<file path="src/rtl/rrf_allocator.sv">
// Rename register file tag allocator: circular alloc/commit pointers
// with a free-entry count, all-or-nothing dual grant and flush recovery.
module rrf_allocator #(
  parameter int RRF_NUM = 64,
  parameter int RRF_SEL = 6
) (
  input  logic               clk_i,
  input  logic               reset_n_i,
  input  logic               dp_req1_i,
  input  logic               dp_req2_i,
  input  logic               dp_hold_i,
  input  logic               com_free1_i,
  input  logic               com_free2_i,
  input  logic               flush_i,
  output logic               alloc_en1_o,
  output logic               alloc_en2_o,
  output logic [RRF_SEL-1:0] alloc_tag1_o,
  output logic [RRF_SEL-1:0] alloc_tag2_o,
  output logic [RRF_SEL-1:0] com_tag1_o,
  output logic [RRF_SEL-1:0] com_tag2_o,
  output logic               stall_o,
  output logic [RRF_SEL:0]   free_num_o,
  output logic               empty_o,
  output logic               err_o
);

  localparam logic [RRF_SEL:0] NUM = (RRF_SEL+1)'(RRF_NUM);

  logic [RRF_SEL-1:0] alloc_ptr;
  logic [RRF_SEL-1:0] com_ptr;
  logic [RRF_SEL:0]   free_num;
  logic               err;

  logic [1:0]         need;
  logic [1:0]         com_req;
  logic [1:0]         com_cnt;
  logic [1:0]         take;
  logic [RRF_SEL:0]   used;
  logic               over;
  logic               grant;
  logic [RRF_SEL-1:0] com_next;

  assign need    = {1'b0, dp_req1_i} + {1'b0, dp_req2_i};
  assign com_req = {1'b0, com_free1_i} + {1'b0, com_free2_i};

  // stall looks only at the registered count; same-cycle frees wait
  assign stall_o = ((RRF_SEL+1)'(need) > free_num) | flush_i;
  assign grant   = (need != 2'd0) & ~stall_o & ~dp_hold_i;
  assign take    = grant ? need : 2'd0;

  assign alloc_en1_o  = grant & dp_req1_i;
  assign alloc_en2_o  = grant & dp_req2_i;
  assign alloc_tag1_o = alloc_ptr;
  assign alloc_tag2_o = alloc_ptr + RRF_SEL'(dp_req1_i);

  assign com_tag1_o = com_ptr;
  assign com_tag2_o = com_ptr + RRF_SEL'(1);

  // commits are clamped to the number of live entries
  assign used     = NUM - free_num;
  assign over     = (RRF_SEL+1)'(com_req) > used;
  assign com_cnt  = over ? used[1:0] : com_req;
  assign com_next = com_ptr + RRF_SEL'(com_cnt);

  assign free_num_o = free_num;
  assign empty_o    = (free_num == '0);
  assign err_o      = err;

  always_ff @(posedge clk_i or negedge reset_n_i) begin
    if (!reset_n_i) begin
      alloc_ptr <= '0;
      com_ptr   <= '0;
      free_num  <= NUM;
      err       <= 1'b0;
    end else begin
      if (over)
        err <= 1'b1;
      com_ptr <= com_next;
      if (flush_i) begin
        alloc_ptr <= com_next;
        free_num  <= NUM;
      end else begin
        alloc_ptr <= alloc_ptr + RRF_SEL'(take);
        free_num  <= free_num - (RRF_SEL+1)'(take)
                   + (RRF_SEL+1)'(com_cnt);
      end
    end
  end

endmodule

</file>
<file path="config.mk">
export PLATFORM = sky130hd
export DESIGN_NAME = rrf_allocator
export DESIGN_NICKNAME = d
export VERILOG_FILES = /design/src/rtl/rrf_allocator.sv
export SDC_FILE = /design/constraint.sdc
export NUM_CORES = 1
export LEC_CHECK = 0
export ABC_AREA = 1
export CORE_MARGIN = 5
export CORE_UTILIZATION = 30
export CTS_CLUSTER_SIZE = 20
export DETAILED_ROUTE_END_ITERATION = 6
export HOLD_SLACK_MARGIN = 0.03
export MAX_ROUTING_LAYER = met4
export SYNTH_ARGS = -nofsm -noshare
export SYNTH_HDL_FRONTEND = slang
export SYNTH_SLANG_ARGS = --single-unit
</file>
<file path="constraint.sdc">
create_clock -name clk_i -period 5.32 [get_ports clk_i]
set_input_delay 0.798 -clock clk_i [delete_from_list [all_inputs] [get_ports clk_i]]
set_output_delay 0.798 -clock clk_i [all_outputs]
set_load 0.03 [all_outputs]
</file>
* Yosys cells after proc, flatten, opt, wreduce, memory -nomap -nowiden
Index checks and enable logic that the tools add are counted.
** Operators by class
- Add/subtract/negate cells :: 9
- $lt $le $gt $ge :: 2
- Multiplexer cells :: 4
- Bitwise operators :: 7
- Reductions and logical operators :: 2
** Operators by type and width (count)
- $gt 2x7->1 :: 2
- $add 6x2->6 :: 2
- $add 7x2->7 :: 1
- $logic_not 7->1 :: 1
- $mux 7 :: 1
- $sub 7x2->7 :: 1
- $sub 7x7->7 const A :: 1
- $add 6x1->6 :: 1
- $add 6x1->6 const B :: 1
- $mux 6 :: 1
- $add 1x1->2 :: 2
- $and 1x1->1 :: 4
- $mux 2 :: 2
- $not 1->1 :: 2
- $reduce_bool 2->1 :: 1
- $or 1x1->1 :: 1
** Storage, ports and cells
- Flip-flop bits (word level) :: 20
- Bits of input ports :: 8
- Output and inout port bits :: 36
- Logic and storage cells :: 28

* Depth between registers and ports, before layout
- Depth in word-level cells :: 10
- Mapped depth :: 21
- Depth with buffers taken out :: 21

* Worst setup path before layout
OpenSTA, ideal clock, no wires.
- Kind :: register to register
- From :: register free_num[0], in the netlist free_num_o[0]
- To :: register free_num[4], in the netlist free_num_o[4]
- Arrival time :: 3.323 ns
- Data required time :: 5.203 ns
- Setup slack :: 1.880 ns
- Stages on the path, launching flop included :: 17
- Clock period less this slack :: 3.440 ns
- Cell sequence :: dfrtp_1 inv_1 ha_1 inv_1 ha_1 a21oi_1 nand2_1 nor2_4 nand2_2 nand2_1 nand2_1 fa_1 fa_1 a31oi_1 nand2_1 nand2_1 nor2_1
** On the way
- Longest elaborated chain between the ends :: 9
- Elaborated cells on any way between the ends :: 12
- Those cells by class :: add/sub: 3; order compare: 2; mux: 3; bitwise: 4
** RTL lines
- from (decl) :: line 31 : logic [RRF_SEL:0] free_num;
- from (signal assigned) :: line 84 : free_num <= free_num - (RRF_SEL+1)'(take)
- $gt 2x7->1 :: line 47 : assign stall_o = ((RRF_SEL+1)'(need) > free_num) | flush_i;
- $or 1x1->1 :: line 47
- $not 1->1 :: line 48 : assign grant = (need != 2'd0) & ~stall_o & ~dp_hold_i;
- $and 1x1->1 (2 in series) :: line 48
- $mux 2 :: line 49 : assign take = grant ? need : 2'd0;
- $sub 7x2->7 :: line 84
- $add 7x2->7 (*) :: line 85 : + (RRF_SEL+1)'(com_cnt);
- $mux 7 (*) :: line 79 : if (flush_i) begin
Every way passes the cells marked *; elsewhere a longest branch is shown, timed or not.
A chain may end at the register's enable or synchronous reset.

* Worst setup path after layout
- From :: input port dp_req1_i
- To :: output port alloc_en2_o
** On the way
- Longest elaborated chain between the ends :: 7
- Elaborated cells on any way between the ends :: 8
- Those cells by class :: add/sub: 1; order compare: 1; bitwise: 5; reduce/logical: 1
** RTL lines
- from (decl) :: line 9 : input logic dp_req1_i,
- $add 1x1->2 (*) :: line 43 : assign need = {1'b0, dp_req1_i} + {1'b0, dp_req2_i};
- $gt 2x7->1 :: line 47
- $or 1x1->1 :: line 47
- $not 1->1 :: line 48
- $and 1x1->1 (*) (2 in series) :: line 48
- $and 1x1->1 (*) :: line 52 : assign alloc_en2_o = grant & dp_req2_i;
- to (decl) :: line 16 : output logic alloc_en2_o,
Marked as above.

==> results.json <==
{
  "critPathMaxFanout": 3,
  "diodes": 0,
  "clock_latency_ns": 0.26,
  "syn_avg_cell_area_um2": 7.96,
  "synth_top_family_by_area": "simple AND/OR/NAND/NOR gates",
  "rsz0062_at_grt": "false",
  "grtUsageTotal_pct": 12.0,
  "die_h_um": 86.4,
  "synth_top_cell_by_area": "dfrtp_1",
  "tightest_slew_ns": 0.884,
  "finalNonFillerCells": 336,
  "crit_path_start_kind": "input port",
  "num_rows": 27,
  "cts_buffers": 3,
  "hold-worst-slack_ns": 0.502,
  "clock_sinks": 20,
  "syn_inst": 220,
  "finalCritPeriodShare_pct": 74.7,
  "place_congestion": 0.866,
  "dr.pass1.iters": 4,
  "status": "finished, final reports clean",
  "dp_hpwl_um": 3410,
  "antenna_left": 0,
  "synth_simple_gate_area_share_pct": 25.9,
  "vias": 1500,
  "ctsResizeCount": 0,
  "synth-seq-area-share_pct": 28.6,
  "worstPathRequired_ns": 4.52,
  "post_drt_via_cell_ratio": 4.46,
  "vdd_drop_max_mv": 0.230,
  "dpl.cell_count": 332,
  "finalHoldViolations": 0,
  "async_reset_ff_share_pct": 100,
  "post_dp_cell_area_um2": 2250,
  "busiest_layer": "met2",
  "drc": 0,
  "drv_slew": 0,
  "fin_util_pct": 41.7,
  "drive_gt1_share_pct": 6.44,
  "wire_per_inst_um": 12.0,
  "synth_area_leaders": "dfrtp_1, ha_1, nand2_1",
  "io_buffers": 43,
  "wl_um": 4040,
  "synth_common_cells": "nand2_1, inv_1, ha_1",
  "totalNegativeSetupSlack_ns": 0,
  "cts_tree": "built",
  "coreArea_um2": 5570,
  "crit_type": "in2out",
  "synthAdderAreaFrac_pct": 23.1,
  "clk_pin_slew_ns": 0.08,
  "use_met3_pct": 2.19,
  "cts.htree.levels": 1,
  "root_buffer": "clkbuf_8",
  "setup_viol": 0,
  "synth_edf_count": 0,
  "relSlewSlack_pct": 40.9,
  "clock_skew_ns": 0.00211,
  "ys_ff_latch": 20,
  "post-route-cell-area_um2": 2330,
  "p_leak_nw": 1.16,
  "yosysMostFrequentCell": "nand2_1",
  "cts_hold_buf": 0,
  "initial_core_util_pct": 31.4,
  "synth_compound_area_share_pct": 6.43,
  "synth_area_um2": 1750,
  "synth_mux_area_share_pct": 0,
  "ioPinCount": 44,
  "nNetsFinal": 303,
  "maxCapViolations": 0,
  "powerDensity_nw_per_um2": 703,
  "fmax_mhz": 252,
  "synth.distinct_cells": 28,
  "end_kind": "primary output",
  "use_met2_pct": 19.3,
  "synth_xor_area_share_pct": 7.43,
  "drt_iter0_drc": 45,
  "antenna_found_initial": 0,
  "synth_ff_type": "dfrtp_1",
  "grt_pass1_wl_um": 7020,
  "crit_arrival_ns": 3.17,
  "synth_top_area_share_pct": 27.1,
  "grt_pass1_vias": 1531,
  "hold_path.class": "reg2reg",
  "synth_fp_nets": 258,
  "area_growth_pct": 32.8,
  "clock_path_buffers": 2,
  "yosysWarnings": 0,
  "post_cts_buffers": 0,
  "fp.dieArea_um2": 7470,
  "overflow": 0,
  "grt_max_degree": 21,
  "die_width_um": 86.4,
  "use_met1_pct": 14.9,
  "period_minus_slack_ns": 3.97
}
## flip-flops by register name, summed over array words and instances (netlist names)
register	cells
alloc_tag1_o	6
com_tag1_o	6
err_o	1
free_num_o	7
## routing by layer
layer  up-vias  wire [um]
li1        788          -
met3         4        219
met1       672       1900
met4         0         61
met2        36       1860
met5         -          0
## critical path, cell delays in order
cell	delay, ns
clkdlybuf4s50_1	0.52
inv_1	0.07
ha_1	0.28
inv_1	0.05
ha_1	0.27
nand3_1	0.08
o211ai_2	0.18
nand3_1	0.14
nor2_1	0.11
clkdlybuf4s50_1	0.67
## placed cells by master (no fill, tap or decap), types with 3 or more instances in the layout
cell and n:
o21bai_1 4, ha_1 26, dfrtp_1 19, a21oi_1 5
nand2_2 4, inv_1 34, nand4_1 4, o21ai_0 5
nand3_1 19, xor2_1 12, fa_1 4, nand2_1 45
clkdlybuf4s50_1 43, clkbuf_8 3, nor2_1 21
## through the flow
stage | total power, W | setup slack [ns]
after floorplan | 0.00110 | 1.88
after global placement | 0.00149 | 1.23
after detailed placement | 0.00150 | 1.22
after CTS | 0.00166 | 1.31
after global routing | 0.00178 | 1.13
final | 0.00164 | 1.35
## cell families (layout without fill, tap and decap cells)
| kind of cell | count (synthesis) | count (layout) |
|---|---|---|
| fa+ha+maj | 30 | 30 |
| xor+xnor | 14 | 14 |
| compound gates | 18 | 18 |
| flops | 20 | 20 |
| buf+inv | 38 | 82 |
| simple gates | 100 | 100 |
## power by group
| part | leakage, nW | internal [W] | switching, W | total (W) |
|---|---|---|---|---|
| logic | 0.881 | 0.000460 | 0.000692 | 0.00115 |
| registers | 0.240 | 0.000224 | 0.000105 | 0.000328 |
| clock network | 0.0357 | 0.000101 | 0.0000542 | 0.000155 |
## final timing paths
path	startpoint	to	slack (ns)	cells after the start
setup / recovery	dp_req1_i	alloc_en2_o	1.35	10
hold / removal	err_o	err_o	0.50	2
setup reg to reg	free_num_o[0]	free_num_o[4]	1.81	17
hold reg to reg	err_o	err_o	0.50	2
max in group asynchronous	reset_n_i	err_o	3.75	1
min in group asynchronous	reset_n_i	free_num_o[3]	1.03	1
## final cells by class
| class | count | area [um^2] |
|---|---|---|
| fillers | 580 | 3250 |
| multi-input cells | 162 | 1100 |
| flip-flops and latches | 20 | 502 |
| repair buffers | 43 | 430 |
| inverters | 35 | 131 |
| well taps | 72 | 90.1 |
| clock buffers | 3 | 41.3 |
| clock inverters | 1 | 30.0 |
(Power assumes the default switching activity.)
